--- config.mk ---
export PLATFORM = sky130hd
export DESIGN_NAME = baud_generator_os
export DESIGN_NICKNAME = d
export VERILOG_FILES = /design/src/rtl/baud_generator_os.sv
export SDC_FILE = /design/constraint.sdc
export NUM_CORES = 1
export LEC_CHECK = 0
export BUFFER_PORTS_ARGS = -buffer_cell sky130_fd_sc_hd__buf_4
export CELL_PAD_IN_SITES_DETAIL_PLACEMENT = 1
export CELL_PAD_IN_SITES_GLOBAL_PLACEMENT = 1
export CORE_MARGIN = 2
export CORE_UTILIZATION = 47
export DETAILED_ROUTE_END_ITERATION = 10
export GPL_ROUTABILITY_DRIVEN = 0
export PLACE_DENSITY_LB_ADDON = 0.05
export SKIP_LAST_GASP = 1
export SLEW_MARGIN = 25
export SYNTH_ARGS = -nofsm -noshare
export SYNTH_HDL_FRONTEND = slang
export SYNTH_SLANG_ARGS = --single-unit
--- constraint.sdc ---
create_clock -name clk -period 4.08 [get_ports clk]
set_clock_uncertainty 0.05 [all_clocks]
set_input_delay 0.204 -clock clk [delete_from_list [all_inputs] [get_ports clk]]
set_output_delay 0.204 -clock clk [all_outputs]
set_load 0.02 [all_outputs]
--- src/rtl/baud_generator_os.sv ---
// -----------------------------------------------------------------------------
// baud_generator_os
//
// UART baud tick generator with an oversample tick and a derived bit tick.
// Divisors for the eight supported rates are computed at elaboration from
// CLK_HZ and OVERSAMPLE. Rate changes take effect only on a period boundary,
// so neither engine ever sees a short or stretched period. The RX engine can
// realign the bit phase to the centre of a start bit with a resync pulse.
//
// Optional feature macro: FRACTIONAL_DIV_EN
//   Defined     : truncated integer divisor plus a FRAC_W-bit fractional
//                 accumulator; a carry out of the accumulator stretches the
//                 following sample period by one clock.
//   Not defined : rounded integer divisor only; no accumulator is built.
//
// Parameters
//   CLK_HZ      system clock frequency in Hz
//   OVERSAMPLE  sample ticks per bit (even, 4..64)
//   DIV_W       divisor counter width
//   FRAC_W      fractional accumulator width (fractional build only)
//
// Ports
//   clk            in   system clock, rising edge
//   reset_n        in   asynchronous active-low reset
//   enable         in   1 = running; 0 = counters held at 0, no ticks
//   baud_select    in   requested rate 0..7 = 300..115200 baud
//   resync         in   1-cycle pulse on RX start-bit edge
//   sample_ENABLE  out  1-cycle oversample tick
//   bit_tick       out  1-cycle bit tick, coincident with a sample tick
//   active_sel     out  rate currently in effect
//   rate_changed   out  1-cycle pulse when a new rate takes effect
// -----------------------------------------------------------------------------
module baud_generator_os #(
  parameter int CLK_HZ     = 50_000_000,
  parameter int OVERSAMPLE = 16,
  parameter int DIV_W      = 16,
  parameter int FRAC_W     = 8
) (
  input  logic       clk,
  input  logic       reset_n,
  input  logic       enable,
  input  logic [2:0] baud_select,
  input  logic       resync,
  output logic       sample_ENABLE,
  output logic       bit_tick,
  output logic [2:0] active_sel,
  output logic       rate_changed
);

  localparam int OS_W = $clog2(OVERSAMPLE);
  localparam logic [OS_W-1:0] OS_LAST = OS_W'(OVERSAMPLE - 1);
  localparam logic [OS_W-1:0] OS_HALF = OS_W'(OVERSAMPLE / 2);

  function automatic longint baud_rate(input int idx);
    case (idx)
      0:       return 64'd300;
      1:       return 64'd1200;
      2:       return 64'd4800;
      3:       return 64'd9600;
      4:       return 64'd19200;
      5:       return 64'd38400;
      6:       return 64'd57600;
      default: return 64'd115200;
    endcase
  endfunction

  // Fractional part of CLK_HZ/(baud*OVERSAMPLE), rounded to FRAC_W bits.
  // A fraction that rounds up to a whole cycle is folded into the integer part.
  function automatic longint frac_part(input int idx);
    longint den;
    longint f;
    den = baud_rate(idx) * longint'(OVERSAMPLE);
    f   = (((longint'(CLK_HZ) % den) << FRAC_W) * 2 + den) / (2 * den);
    if (f == (longint'(1) << FRAC_W)) f = 0;
    return f;
  endfunction

  function automatic longint int_div(input int idx);
    longint den;
    longint q;
    den = baud_rate(idx) * longint'(OVERSAMPLE);
`ifdef FRACTIONAL_DIV_EN
    q = longint'(CLK_HZ) / den;
    if ((((longint'(CLK_HZ) % den) << FRAC_W) * 2 + den) / (2 * den) == (longint'(1) << FRAC_W))
      q = q + 1;
`else
    q = (2 * longint'(CLK_HZ) + den) / (2 * den);
`endif
    return q;
  endfunction

  function automatic logic [8*DIV_W-1:0] build_div_tab();
    logic [8*DIV_W-1:0] tab;
    tab = '0;
    for (int i = 0; i < 8; i++) tab[i*DIV_W +: DIV_W] = DIV_W'(int_div(i));
    return tab;
  endfunction

  localparam logic [8*DIV_W-1:0] DIV_TAB = build_div_tab();

  // Elaboration-time sanity checks on every divisor and on the parameters.
  genvar gi;
  generate
    for (gi = 0; gi < 8; gi++) begin : g_div_check
      if (int_div(gi) < 2 || int_div(gi) >= (longint'(1) << DIV_W)) begin : g_bad_div
        $error("baud_generator_os: divisor out of range for DIV_W");
      end
`ifdef FRACTIONAL_DIV_EN
      // A stretched period counts to D, which must still fit the counter.
      if (int_div(gi) + 1 >= (longint'(1) << DIV_W)) begin : g_bad_frac_div
        $error("baud_generator_os: stretched divisor out of range for DIV_W");
      end
`endif
    end
    if (OVERSAMPLE < 4 || OVERSAMPLE > 64 || (OVERSAMPLE % 2) != 0) begin : g_bad_os
      $error("baud_generator_os: OVERSAMPLE must be even and within 4..64");
    end
    if (FRAC_W < 1 || FRAC_W > 16) begin : g_bad_frac_w
      $error("baud_generator_os: FRAC_W must be within 1..16");
    end
  endgenerate

  logic [DIV_W-1:0] div_cnt_reg, div_cnt_next;
  logic [OS_W-1:0]  os_cnt_reg, os_cnt_next;
  logic [2:0]       active_sel_reg, active_sel_next;
  logic             sample_reg, sample_next;
  logic             bit_reg, bit_next;
  logic             rc_reg, rc_next;
  logic [DIV_W-1:0] cur_div;
  logic [DIV_W-1:0] div_last;
  logic             sel_mismatch;

`ifdef FRACTIONAL_DIV_EN
  function automatic logic [8*FRAC_W-1:0] build_frac_tab();
    logic [8*FRAC_W-1:0] tab;
    tab = '0;
    for (int i = 0; i < 8; i++) tab[i*FRAC_W +: FRAC_W] = FRAC_W'(frac_part(i));
    return tab;
  endfunction

  localparam logic [8*FRAC_W-1:0] FRAC_TAB = build_frac_tab();

  logic [FRAC_W-1:0] frac_acc_reg, frac_acc_next;
  logic              extra_reg, extra_next;  // current period is one cycle longer
  logic [FRAC_W-1:0] cur_frac;
  logic [FRAC_W:0]   frac_sum;

  always_comb begin
    cur_frac = FRAC_TAB[int'(active_sel_reg)*FRAC_W +: FRAC_W];
    frac_sum = {1'b0, frac_acc_reg} + {1'b0, cur_frac};
  end
`endif

  always_comb begin
    cur_div = DIV_TAB[int'(active_sel_reg)*DIV_W +: DIV_W];
`ifdef FRACTIONAL_DIV_EN
    div_last = cur_div - DIV_W'(1) + DIV_W'(extra_reg);
`else
    div_last = cur_div - DIV_W'(1);
`endif
    sel_mismatch = (baud_select != active_sel_reg);
  end

  always_comb begin
    div_cnt_next    = div_cnt_reg;
    os_cnt_next     = os_cnt_reg;
    active_sel_next = active_sel_reg;
    sample_next     = 1'b0;
    bit_next        = 1'b0;
    rc_next         = 1'b0;
`ifdef FRACTIONAL_DIV_EN
    frac_acc_next   = frac_acc_reg;
    extra_next      = extra_reg;
`endif

    if (!enable) begin
      // Idle: counters parked, a new rate is adopted immediately.
      div_cnt_next = '0;
      os_cnt_next  = '0;
`ifdef FRACTIONAL_DIV_EN
      frac_acc_next = '0;
      extra_next    = 1'b0;
`endif
      if (sel_mismatch) begin
        active_sel_next = baud_select;
        rc_next         = 1'b1;
      end
    end else if (resync) begin
      // Start the bit half-way so the next bit_tick lands mid start bit.
      // Any tick or pending rate change in this cycle is dropped.
      div_cnt_next = '0;
      os_cnt_next  = OS_HALF;
`ifdef FRACTIONAL_DIV_EN
      frac_acc_next = '0;
      extra_next    = 1'b0;
`endif
    end else if (div_cnt_reg == div_last) begin
      div_cnt_next = '0;
      sample_next  = 1'b1;
      if (os_cnt_reg == OS_LAST) begin
        os_cnt_next = '0;
        bit_next    = 1'b1;
      end else begin
        os_cnt_next = os_cnt_reg + OS_W'(1);
      end
      // Rate changes only at a period boundary: the next period is a full
      // period of the new divisor.
      if (sel_mismatch) begin
        active_sel_next = baud_select;
        rc_next         = 1'b1;
`ifdef FRACTIONAL_DIV_EN
        frac_acc_next = '0;
        extra_next    = 1'b0;
`endif
      end else begin
`ifdef FRACTIONAL_DIV_EN
        frac_acc_next = frac_sum[FRAC_W-1:0];
        extra_next    = frac_sum[FRAC_W];
`endif
      end
    end else begin
      div_cnt_next = div_cnt_reg + DIV_W'(1);
    end
  end

  always_ff @(posedge clk or negedge reset_n) begin
    if (!reset_n) begin
      div_cnt_reg    <= '0;
      os_cnt_reg     <= '0;
      active_sel_reg <= 3'd0;
      sample_reg     <= 1'b0;
      bit_reg        <= 1'b0;
      rc_reg         <= 1'b0;
    end else begin
      div_cnt_reg    <= div_cnt_next;
      os_cnt_reg     <= os_cnt_next;
      active_sel_reg <= active_sel_next;
      sample_reg     <= sample_next;
      bit_reg        <= bit_next;
      rc_reg         <= rc_next;
    end
  end

`ifdef FRACTIONAL_DIV_EN
  always_ff @(posedge clk or negedge reset_n) begin
    if (!reset_n) begin
      frac_acc_reg <= '0;
      extra_reg    <= 1'b0;
    end else begin
      frac_acc_reg <= frac_acc_next;
      extra_reg    <= extra_next;
    end
  end
`endif

  assign sample_ENABLE = sample_reg;
  assign bit_tick      = bit_reg;
  assign active_sel    = active_sel_reg;
  assign rate_changed  = rc_reg;

endmodule

======== After elaboration in Yosys (flattened, before gate mapping) ========
Index checks and enable logic that the tools add are counted.
storage, ports and cells
  logic and storage cells ................. 39
  input bits .............................. 7
  output and inout bits ................... 6
  bits in registers ....................... 26
cells by class
  reductions and logical operators ........ 1
  shift operators ......................... 1
  mux-type cells .......................... 22
  $add $sub $neg .......................... 3
  equality and inequality tests ........... 6
operators by type and width
  kind                                                                           number
  128-bit by 8-bit indexed part select with 16-bit output, first input constant  1
  16-bit two-way mux                                                             3
  16-bit by 1-bit adder with 16-bit output, second input constant                1
  16-bit == test                                                                 1
  4-bit two-way mux                                                              4
  16-bit by 1-bit subtractor with 16-bit output, second input constant           1
  3-bit two-way mux                                                              4
  1-bit two-way mux                                                              11
  4-bit by 1-bit adder with 4-bit output, second input constant                  1
  4-bit == test, second input constant                                           1
  3-bit by 1-bit inequality test with 1-bit output, second input constant        1
  3-bit inequality test                                                          1
  2-bit by 1-bit inequality test with 1-bit output, second input constant        1
  2-bit inequality test, second input constant                                   1
  2-bit AND reduction                                                            1

======== Logic depth before layout (Yosys ltp) ========
Gate-level depths: netlist (run 1).
  depth after elaboration ................. 6
  depth in mapped cells ................... 15
  depth with buffers taken out ............ 12

======== Worst setup path before layout (run 1) ========
OpenSTA, ideal clock, no wires.
  kind .................................... reg-to-reg
  start ................................... reg active_sel_reg[0] (netlist: active_sel[0])
  end ..................................... reg active_sel_reg[0] (netlist: active_sel[0])
  cell stages (with the launch flop) ...... 13
  clock period less this slack ............ 3.450 ns
  path slack .............................. 0.630 ns
  library setup time ...................... 0.125 ns
  required time ........................... 3.905 ns
  path buffers ............................ 1
  data arrival time ....................... 3.275 ns
  cells stage by stage .................... dfrtp_1 > buf_2 > inv_1 > ha_1 > nor3_2 > or2_2 > ha_1 > o21ai_1 > or4_4 > a22oi_2 > nand4bb_4 > o21ai_4 > mux2_4
between the ends
  cells in the longest elaborated chain, start to end .. 5
  elaborated cells between the ends (all ways) .. 10
  classes of those cells .................. 1 x add/sub; 3 x eq/ne; 1 x shift; 4 x mux; 1 x reduce/logical
RTL lines
  item                                                                                                     RTL line  text
  from (decl)                                                                                              125       logic [2:0] active_sel_reg, active_sel_next;
  from (signal assigned)                                                                                   237       active_sel_reg <= active_sel_next;
  128-bit by 8-bit indexed part select with 16-bit output / 3-bit inequality test (equally long branches)  155, 161
  16-bit by 1-bit subtractor with 16-bit output / 3-bit two-way mux (equally long branches)                -
  16-bit == test / 3-bit two-way mux (equally long branches)                                               -
  2-bit by 1-bit inequality test with 1-bit output (no line) / 3-bit two-way mux (equally long branches)   -
  2-bit AND reduction (no line) / 3-bit two-way mux (equally long branches)                                -
Several ways; a longest one is shown, not always the timed one. The select of a mux whose other input is x is not followed.
A chain may end at the register's enable or synchronous reset.

======== Worst setup path in the final report (run 1) ========
  start ................................... reg active_sel_reg[1] (netlist: active_sel[1])
  end ..................................... reg active_sel_reg[2] (netlist: active_sel[2])
The elaborated chain is that of the path after synthesis.

==> impl_metrics.toml, run 1 <==
[status]
status = "complete, no violations"

[route]
ant_nets = 0
via_per_inst = 5.92
wire_per_inst_um = 18.2
num_vias = 1609
drt_first_pass_iters = 4
route.detailed.drc = 0
wirelength_um = 4950
initialDrtViolationCount = 70

[timing]
finalCriticalPeriod_ns = 3.53
slew_headroom_pct = 59.3
finalSetupViolations = 0
rsz0062_at_grt = "false"
hold_violations = 0
setup_ws_ns = 0.550
worstMarginPinSlew_ns = 0.602
fin_setup_tns_ns = 0
fmax_mhz = 283
timing_max_transition_violations_final = 0
finalCritPeriodShare_pct = 86.5

[synthesis]
ys_seq_area_share_pct = 32.5
ys_top_cells_by_area = "dfrtp_1 (33%), ha_1 (6.3%), xor2_1 (6.1%), nor2_1 (5.1%), xnor2_1 (4.8%)"
synth_top_area_share_pct = 32.5
syn_area_per_cell_um2 = 9.58
synth_ff_type = "dfrtp_1"
synth_edf_count = 0
netlist_area_mm2 = 0.00200
yosysMostFrequentCell = "nor2_1"
synth_cell_types = 56
netlist_instances = 209
synthArstFlopShare_pct = 100
synth_nets = 226
ys_top_cells_by_count = "nor2_1 (27), dfrtp_1 (26), xor2_1 (14)"
ys_warn_count = 0
synth_top_area_cell = "dfrtp_1"
ys_seq_elements = 26

[worst_setup_path]
start_kind = "flip-flop"
cp.arrival_ns = 3.64
r2r-end = "active_sel[2]"
reg2reg_depth = 11
crit_path_end_kind = "flip-flop"
crit_top_cell = "ha_1"
critPathBufInv = 1
path_class = "reg -> reg"
critPathTopFamily = "simple AND/OR/NAND/NOR gates"
slowest_delay_ns = 0.62
cpMaxStageDelayCell = "or4_4"
r2r_slack_ns = 0.55
crit_chain = "buf_4, ha_1, nor3_2, or2_2, ha_1, o21ai_1, or4_4, a22oi_2, nand4bb_4, o21ai_4, mux2_4"
timing.rr.start = "active_sel[1]"
critPathRequiredTime_ns = 4.19
path_max_fanout = 13
cp_num_cells = 11

[placed_design]
place_ws_ns = 0.620
post-dp-hpwl_um = 3810
portBuffers = 12
place_area_mm2 = 0.00213

[floorplanning]
die_w_um = 69.3
core_area_mm2 = 0.00406
start_util_pct = 49.3
placementRows = 23
die_area_mm2 = 0.00480
die_h_um = 69.3
io_pins = 13

[cells_and_area]
postLayoutCoreUtil_pct = 53.7
drive_above_1_share_pct = 15.8
largest_reg_flops = 16
area_delta_synth_final_pct = 8.75
antennaDiodeCount = 0
final_cell_area_mm2 = 0.00218
nets = 241
fill_cells = 476

[cts]
htree_num_levels = 1
numCtsBuffers = 3
post_cts_resized = 0
clk_latency_ns = 0.27
cts_buffer_depth = 2
clk_pin_slew_ns = 0.09
cts_root_buf = "clkbuf_8"
post-cts-setup-buffers = 0
cts_tree = "built"
numClockSinks = 26

[hold_path]
min_to = "active_sel[0]"
whs_path_depth = 2
min_from = "baud_select[0]"
holdCritPathClass = "in -> reg"

[run]
maxCapViolCount = 0

[global_route]
grt_start_max_net_pins = 27
first_global_vias = 1764
grt_overflow = 0
antenna_found_initial = 0
grt_pass1_wl_um = 8760
track_usage_pct = 22.4

[power]
total_power_uw = 613
vdd_ir_drop_max_mv = 0.134
p_per_area_mw_per_mm2 = 282
p_leak_uw = 0.000878
==> area by class of cell <==
| cell class | instances | area, um2 | share of cell area (%) |
|---|---|---|---|
| Tap cell | 50 | 62.6 | 2.87 |
| Inverter | 8 | 30.0 | 1.38 |
| Clock buffer | 3 | 41.3 | 1.90 |
| Timing Repair Buffer | 17 | 130 | 5.98 |
| Sequential cell | 26 | 651 | 29.9 |
| Multi-Input combinational cell | 168 | 1260 | 58.0 |
==> worst reg2reg max path: stages (launching register included) <==
cell and delay [ns]:
dfrtp_1 0.40, buf_4 0.19, ha_1 0.24, nor3_2 0.39, or2_2 0.20, ha_1 0.17, o21ai_1 0.17, or4_4 0.62
a22oi_2 0.22, nand4bb_4 0.19, o21ai_4 0.26, mux2_4 0.32
==> what timing repair did <==
action                     4_1_cts  5_1_grt
setup endpoints to repair        0        0
hold buffers                     1        0
hold endpoints to repair        26        0
==> report_power, final <==
group          switching (uW)  internal [uW]
logic                     114           79.0
clock network            81.8           66.4
registers                8.78            263
total                     204            409
==> layout by cell type (no fill, tap or decap), drive strengths merged, types with 3 or more instances in the layout <==
cell	Yosys	final
or3	4	4
buf	6	16
nor2	27	27
o31a	3	3
mux2	3	3
nand4	6	6
clkbuf	1	3
a21oi	5	5
inv	8	8
ha	10	10
dfrtp	26	26
xor2	14	14
o21ai	9	9
nor2b	4	4
and2	4	4
nand2	8	8
a2111oi	3	3
nand3	12	12
xnor2	11	11
nor3	8	8
mux2i	4	4
==> cell families after synthesis <==
family	after synthesis	synth area share [%]
AND/OR/NAND/NOR	89	25.9
AO/OA/AOI/OAI	37	15.7
multiplexers	7	4.25
buffers and inverters	15	4.44
flip-flops	26	32.5
XOR/XNOR	25	10.9
adder cells (fa/ha/maj)	10	6.25
==> per-layer routing <==
metal	share of wire, %	track usage (%)	vias to the layer above
met2	49	37.6	25
met1	46	30.9	801
li1	-	-	778
met3	3.6	3.34	5
met4	0.73	4.58	0
met5	0	0	-
==> per-stage QoR <==
step	hold WS (ns)	instances
floorplan	-0.142	209
global placement	0.0798	268
detailed placement	0.0921	268
CTS	0.123	272
global route	0.116	272
finish	0.123	272
==> worst max path at each step <==
stage / start / endpoint / slack [ns]
2_1_floorplan: active_sel[0] / active_sel[0] / 0.63
3_3_place_gp: active_sel[1] / active_sel[2] / 0.78
3_5_place_dp: active_sel[1] / active_sel[2] / 0.62
4_1_cts: active_sel[1] / active_sel[2] / 0.57
5_1_grt: active_sel[1] / active_sel[0] / 0.35
6_report: active_sel[1] / active_sel[2] / 0.55
No activity file was read; power rests on OpenSTA's default activity.
==> run 2, diff against run 1 <==
--- a/config.mk
+++ b/config.mk
@@ -8,6 +8,7 @@
 export BUFFER_PORTS_ARGS = -buffer_cell sky130_fd_sc_hd__buf_4
 export CELL_PAD_IN_SITES_DETAIL_PLACEMENT = 1
 export CELL_PAD_IN_SITES_GLOBAL_PLACEMENT = 1
+export CORE_ASPECT_RATIO = 1.1
 export CORE_MARGIN = 2
 export CORE_UTILIZATION = 47
 export DETAILED_ROUTE_END_ITERATION = 10
==> impl_metrics.toml, run 2 (synthesis results as in run 1) <==
[cells_and_area]
final_cell_area_mm2 = 0.00218
layout_commonest_cell = "nor2_1"
stdcell_count = 274
antennaDiodeCount = 0
area_delta_synth_final_pct = 8.87
largest_reg_flops = 16
final_cell_mix = "nor2_1 (27), dfrtp_1 (26), buf_4 (16), xor2_1 (14), nand3_1 (12)"
nets = 241
drive_above_1_share_pct = 15.8
postLayoutCoreUtil_pct = 54.2

[route]
initialDrtViolationCount = 114
wirelength_um = 4890
wire_per_inst_um = 17.9
drt_first_pass_iters = 4
num_vias = 1603
route.detailed.drc = 0
ant_nets = 0
via_per_inst = 5.85

[power]
vdd_ir_drop_max_mv = 0.161
p_leak_uw = 0.000878
p_per_area_mw_per_mm2 = 280

[timing]
finalCritPeriodShare_pct = 85.8
hold_violations = 0
worstMarginPinSlew_ns = 0.601
finalCriticalPeriod_ns = 3.50
slew_headroom_pct = 59.3
fin_setup_tns_ns = 0
rsz0062_at_grt = "false"
finalSetupViolations = 0
timing_max_transition_violations_final = 0
fmax_mhz = 286

[global_route]
grt_start_max_net_pins = 27
first_global_vias = 1729
antenna_found_initial = 0
grt_pass1_wl_um = 8490
track_usage_pct = 22.9
grt_overflow = 0

[cts]
htree_num_levels = 1
post_cts_resized = 0
post-cts-setup-buffers = 0
numCtsBuffers = 3
numClockSinks = 26
cts_buffer_depth = 2
clk_latency_ns = 0.27
clk_pin_slew_ns = 0.09
cts_tree = "built"
cts_root_buf = "clkbuf_8"

[worst_setup_path]
r2r_slack_ns = 0.58
reg2reg_depth = 11
path_max_fanout = 13
cp.arrival_ns = 3.61
path_class = "reg -> reg"
critPathRequiredTime_ns = 4.20
crit_path_end_kind = "flip-flop"
start_kind = "flip-flop"

[run]
maxCapViolCount = 0

[floorplanning]
die_w_um = 66.2
core_area_mm2 = 0.00402
start_util_pct = 49.8
placementRows = 24
io_pins = 13
die_area_mm2 = 0.00480
die_h_um = 72.5

[hold_path]
holdCritPathClass = "in -> reg"
whs_path_depth = 2

[placed_design]
portBuffers = 12
dp.cells = 270
post-dp-hpwl_um = 3820
place_area_mm2 = 0.00213

[status]
status = "complete, no violations"
-- run 2: cell counts in the layout (fill, tap and decap cells not counted) --
No cell type changed its count.
-- run 2: critical path: stages (launching register included) --
cell	delay, ns
dfrtp_1	0.38
buf_4	0.18
ha_1	0.24
nor3_2	0.40
or2_2	0.19
ha_1	0.17
o21ai_1	0.18
or4_4	0.61
a22oi_2	0.22
nand4bb_4	0.20
o21ai_4	0.24
mux2_4	0.32
-- run 2: per-stage QoR --
| stage | worst slack (ns) | total power (uW) | hold WS, ns |
|---|---|---|---|
| 2_1_floorplan | 0.630 | 420 | -0.142 |
| 3_3_place_gp | 0.790 | 461 | 0.0772 |
| 3_5_place_dp | 0.608 | 468 | 0.0899 |
| 4_1_cts | 0.592 | 617 | 0.124 |
| 5_1_grt | 0.401 | 646 | 0.115 |
| 6_report | 0.580 | 611 | 0.125 |
-- run 2: final timing paths --
kind                                       end           start
worst max-delay path             active_sel[2]   active_sel[1]
worst min-delay path             active_sel[0]  baud_select[0]
worst max register to register   active_sel[2]   active_sel[1]
worst min register to register   os_cnt_reg[2]   os_cnt_reg[2]
max in group asynchronous       div_cnt_reg[9]         reset_n
min in group asynchronous        active_sel[0]         reset_n
-- run 2: layer usage --
metal | global-route usage, % | routed length, um | share of wire (%)
met5 | 0 | 0 | 0
met2 | 39.2 | 2460 | 50
met4 | 5.90 | 65 | 1.3
met1 | 30.4 | 2230 | 46
met3 | 3.10 | 132 | 2.7
-- run 2: area by class of cell --
type	count	area, um2
clock buffer	3	41.3
multi-input combinational	168	1260
inverter	8	30.0
timing repair buffer	17	130
tap	52	65.1
sequential	26	651
fill	480	1840
-- run 2: report_power, final --
group          internal [uW]  leakage, uW  total (uW)  switching (uW)
registers                263     0.000352         271            7.43
clock network           66.4    0.0000216         148            81.4
logic                   79.1     0.000504         193             114
total                    409     0.000878         611             202
-- run 2: repair_timing --
item	CTS	global route
endpoints found under the hold margin	26	0
hold buffers	1	0
endpoints found under the setup margin	0	0
==> run 3, diff against run 2 <==
--- a/config.mk
+++ b/config.mk
@@ -10,9 +10,10 @@
 export CELL_PAD_IN_SITES_GLOBAL_PLACEMENT = 1
 export CORE_ASPECT_RATIO = 1.1
 export CORE_MARGIN = 2
-export CORE_UTILIZATION = 47
+export CORE_UTILIZATION = 43
 export DETAILED_ROUTE_END_ITERATION = 10
 export GPL_ROUTABILITY_DRIVEN = 0
+export HOLD_SLACK_MARGIN = 0.05
 export PLACE_DENSITY_LB_ADDON = 0.05
 export SKIP_LAST_GASP = 1
 export SLEW_MARGIN = 25
==> constraint.sdc (replaced) <==
create_clock -name clk -period 2.85 [get_ports clk]
set_clock_uncertainty 0.05 [all_clocks]
set_input_delay 0.285 -clock clk [delete_from_list [all_inputs] [get_ports clk]]
set_output_delay 0.285 -clock clk [all_outputs]
set_load 0.02 [all_outputs]
==> impl_metrics.toml, run 3 (synthesis results as in run 1) <==
[global_route]
antenna_found_initial = 0
grt_start_max_net_pins = 27
met3_usage_pct = 3.70
first_global_vias = 1964
grt_busiest_layer = "met2"
use_met2_pct = 41.7
track_usage_pct = 23.0
grtUsageMet1_pct = 27.8
grt_pass1_wl_um = 9460
grt_overflow = 0

[status]
violations = "negative setup slack"
status = "finished with violations"

[timing]
hold_violations = 0
fin_setup_tns_ns = -0.165
finalCriticalPeriod_ns = 2.90
setup_ws_ns = -0.0543
fmax_mhz = 344
worstMarginPinSlew_ns = 0.478
slew_headroom_pct = 68.1
finalSetupViolations = 4
rsz0062_at_grt = "true"
timing_max_transition_violations_final = 0
finalCritPeriodShare_pct = 102

[worst_setup_path]
critPathRequiredTime_ns = 2.98
cpMaxStageDelayCell = "or4_4"
cp.arrival_ns = 3.03
path_class = "reg -> reg"
slowest_delay_ns = 0.53
start_kind = "flip-flop"
crit_path_end_kind = "flip-flop"
path_max_fanout = 5
crit_chain = "inv_4, buf_4, ha_1, and4b_1, nor2_1, or4_4, a22oi_2, nand4bb_4, o21ai_4, mux2_4"

[floorplanning]
die_h_um = 75.6
core_area_mm2 = 0.00455
io_pins = 13
die_area_mm2 = 0.00522
start_util_pct = 44.0
placementRows = 26
die_w_um = 69.1

[route]
ant_nets = 0
num_vias = 1754
via_per_inst = 5.64
drt_first_pass_iters = 4
wirelength_um = 5690
initialDrtViolationCount = 45
route.detailed.drc = 0
wire_per_inst_um = 18.3

[run]
maxCapViolCount = 0

[hold_path]
holdCritPathClass = "in -> reg"

[cells_and_area]
largest_reg_flops = 16
nets = 273
area_delta_synth_final_pct = 32.4
drive_above_1_share_pct = 36.1
fill_cells = 506
postLayoutCoreUtil_pct = 58.2
final_cell_mix = "buf_4 (45), nor2_1 (26), dfrtp_1 (24), xor2_1 (13), nand3_1 (12)"
antennaDiodeCount = 0
layout_commonest_cell = "buf_4"

[cts]
numCtsBuffers = 3
cts_root_buf = "clkbuf_8"
cts_tree = "built"
numClockSinks = 26
clk_pin_slew_ns = 0.10
cts_buffer_depth = 2
htree_num_levels = 1
clk_latency_ns = 0.28

[placed_design]
post-dp-hpwl_um = 4280
portBuffers = 12

[power]
p_leak_uw = 0.00108
vdd_ir_drop_max_mv = 0.213
p_per_area_mw_per_mm2 = 427
-- run 3: cell types whose count changed in the layout (fill, tap and decap cells not counted), moves of 2 or more --
cell and delta:
ha_1 -5, dfrtp_1 -2, xnor2_1 -2, dfrtp_2 +2
o31ai_2 +2, buf_6 +2, ha_4 +4, xnor2_2 +2
o31ai_1 -2, buf_4 +29, inv_1 -2
-- run 3: repair_timing --
item | in CTS | in global routing
hold buffers | 1 | 0
pin swaps | 4 | 4
hold endpoints to repair | 26 | 0
endpoints found under the setup margin | 24 | 26
gates resized for setup | 12 | 8
cloned | 0 | 0
setup buffers | 2 | 1
-- run 3: report_power, final --
part / total, uW / internal, uW / switching (uW)
Combinational: 422 / 205 / 216
Clock: 320 / 188 / 131
Sequential: 391 / 378 / 13.5
Total: 1130 / 771 / 361
-- run 3: layout make-up --
type                            count  area, um2  share of cell area [%]
Multi-Input combinational cell    168       1430                    53.9
Tap cell                           56       70.1                    2.64
Clock buffer                        3       41.3                    1.56
Clock inverter                      1       30.0                    1.13
Timing Repair Buffer               49        390                    14.7
Sequential cell                    26        653                    24.6
Inverter                            8       37.5                    1.42
-- run 3: through the flow --
step / std cells / power, uW / hold slack, ns / instance area, um2 / worst slack [ns]
6_report: 311 / 1130 / 0.193 / 2650 / -0.0543
5_1_grt: 311 / 1180 / 0.192 / 2650 / -0.176
4_1_cts: 310 / 1110 / 0.195 / 2610 / -0.0525
3_5_place_dp: 303 / 775 / 0.172 / 2430 / -0.142
3_3_place_gp: 303 / 756 / 0.162 / 2430 / -0.0629
2_1_floorplan: 209 / 637 / -0.0606 / 2090 / -0.171
-- run 3: worst paths after layout --
kind / startpoint / end / slack [ns] / depth (start not counted)
hold / removal: baud_select[0] / active_sel[0] / 0.19 / 2
min in group asynchronous: reset_n / div_cnt_reg[0] / 0.39 / 2
max in group asynchronous: reset_n / active_sel[0] / 2.07 / 2
setup reg to reg: active_sel[1] / active_sel[1] / -0.05 / 10
setup / recovery: active_sel[1] / active_sel[1] / -0.05 / 10
hold reg to reg: os_cnt_reg[3] / os_cnt_reg[3] / 0.55 / 2
-- run 3: critical path, delay by kind of cell, from the launching register on --
family,cells,cell delay (ns)
compound gates,2,0.48
fa+ha+maj,1,0.18
buf+inv,2,0.21
flops,1,0.47
mux,1,0.32
simple gates,4,1.09
-- run 3: metal layers --
metal	up-vias	part of all wire, %
met2	26	52
met1	880	44
met4	0	1.8
met5	-	0
met3	12	2.1
li1	836	-
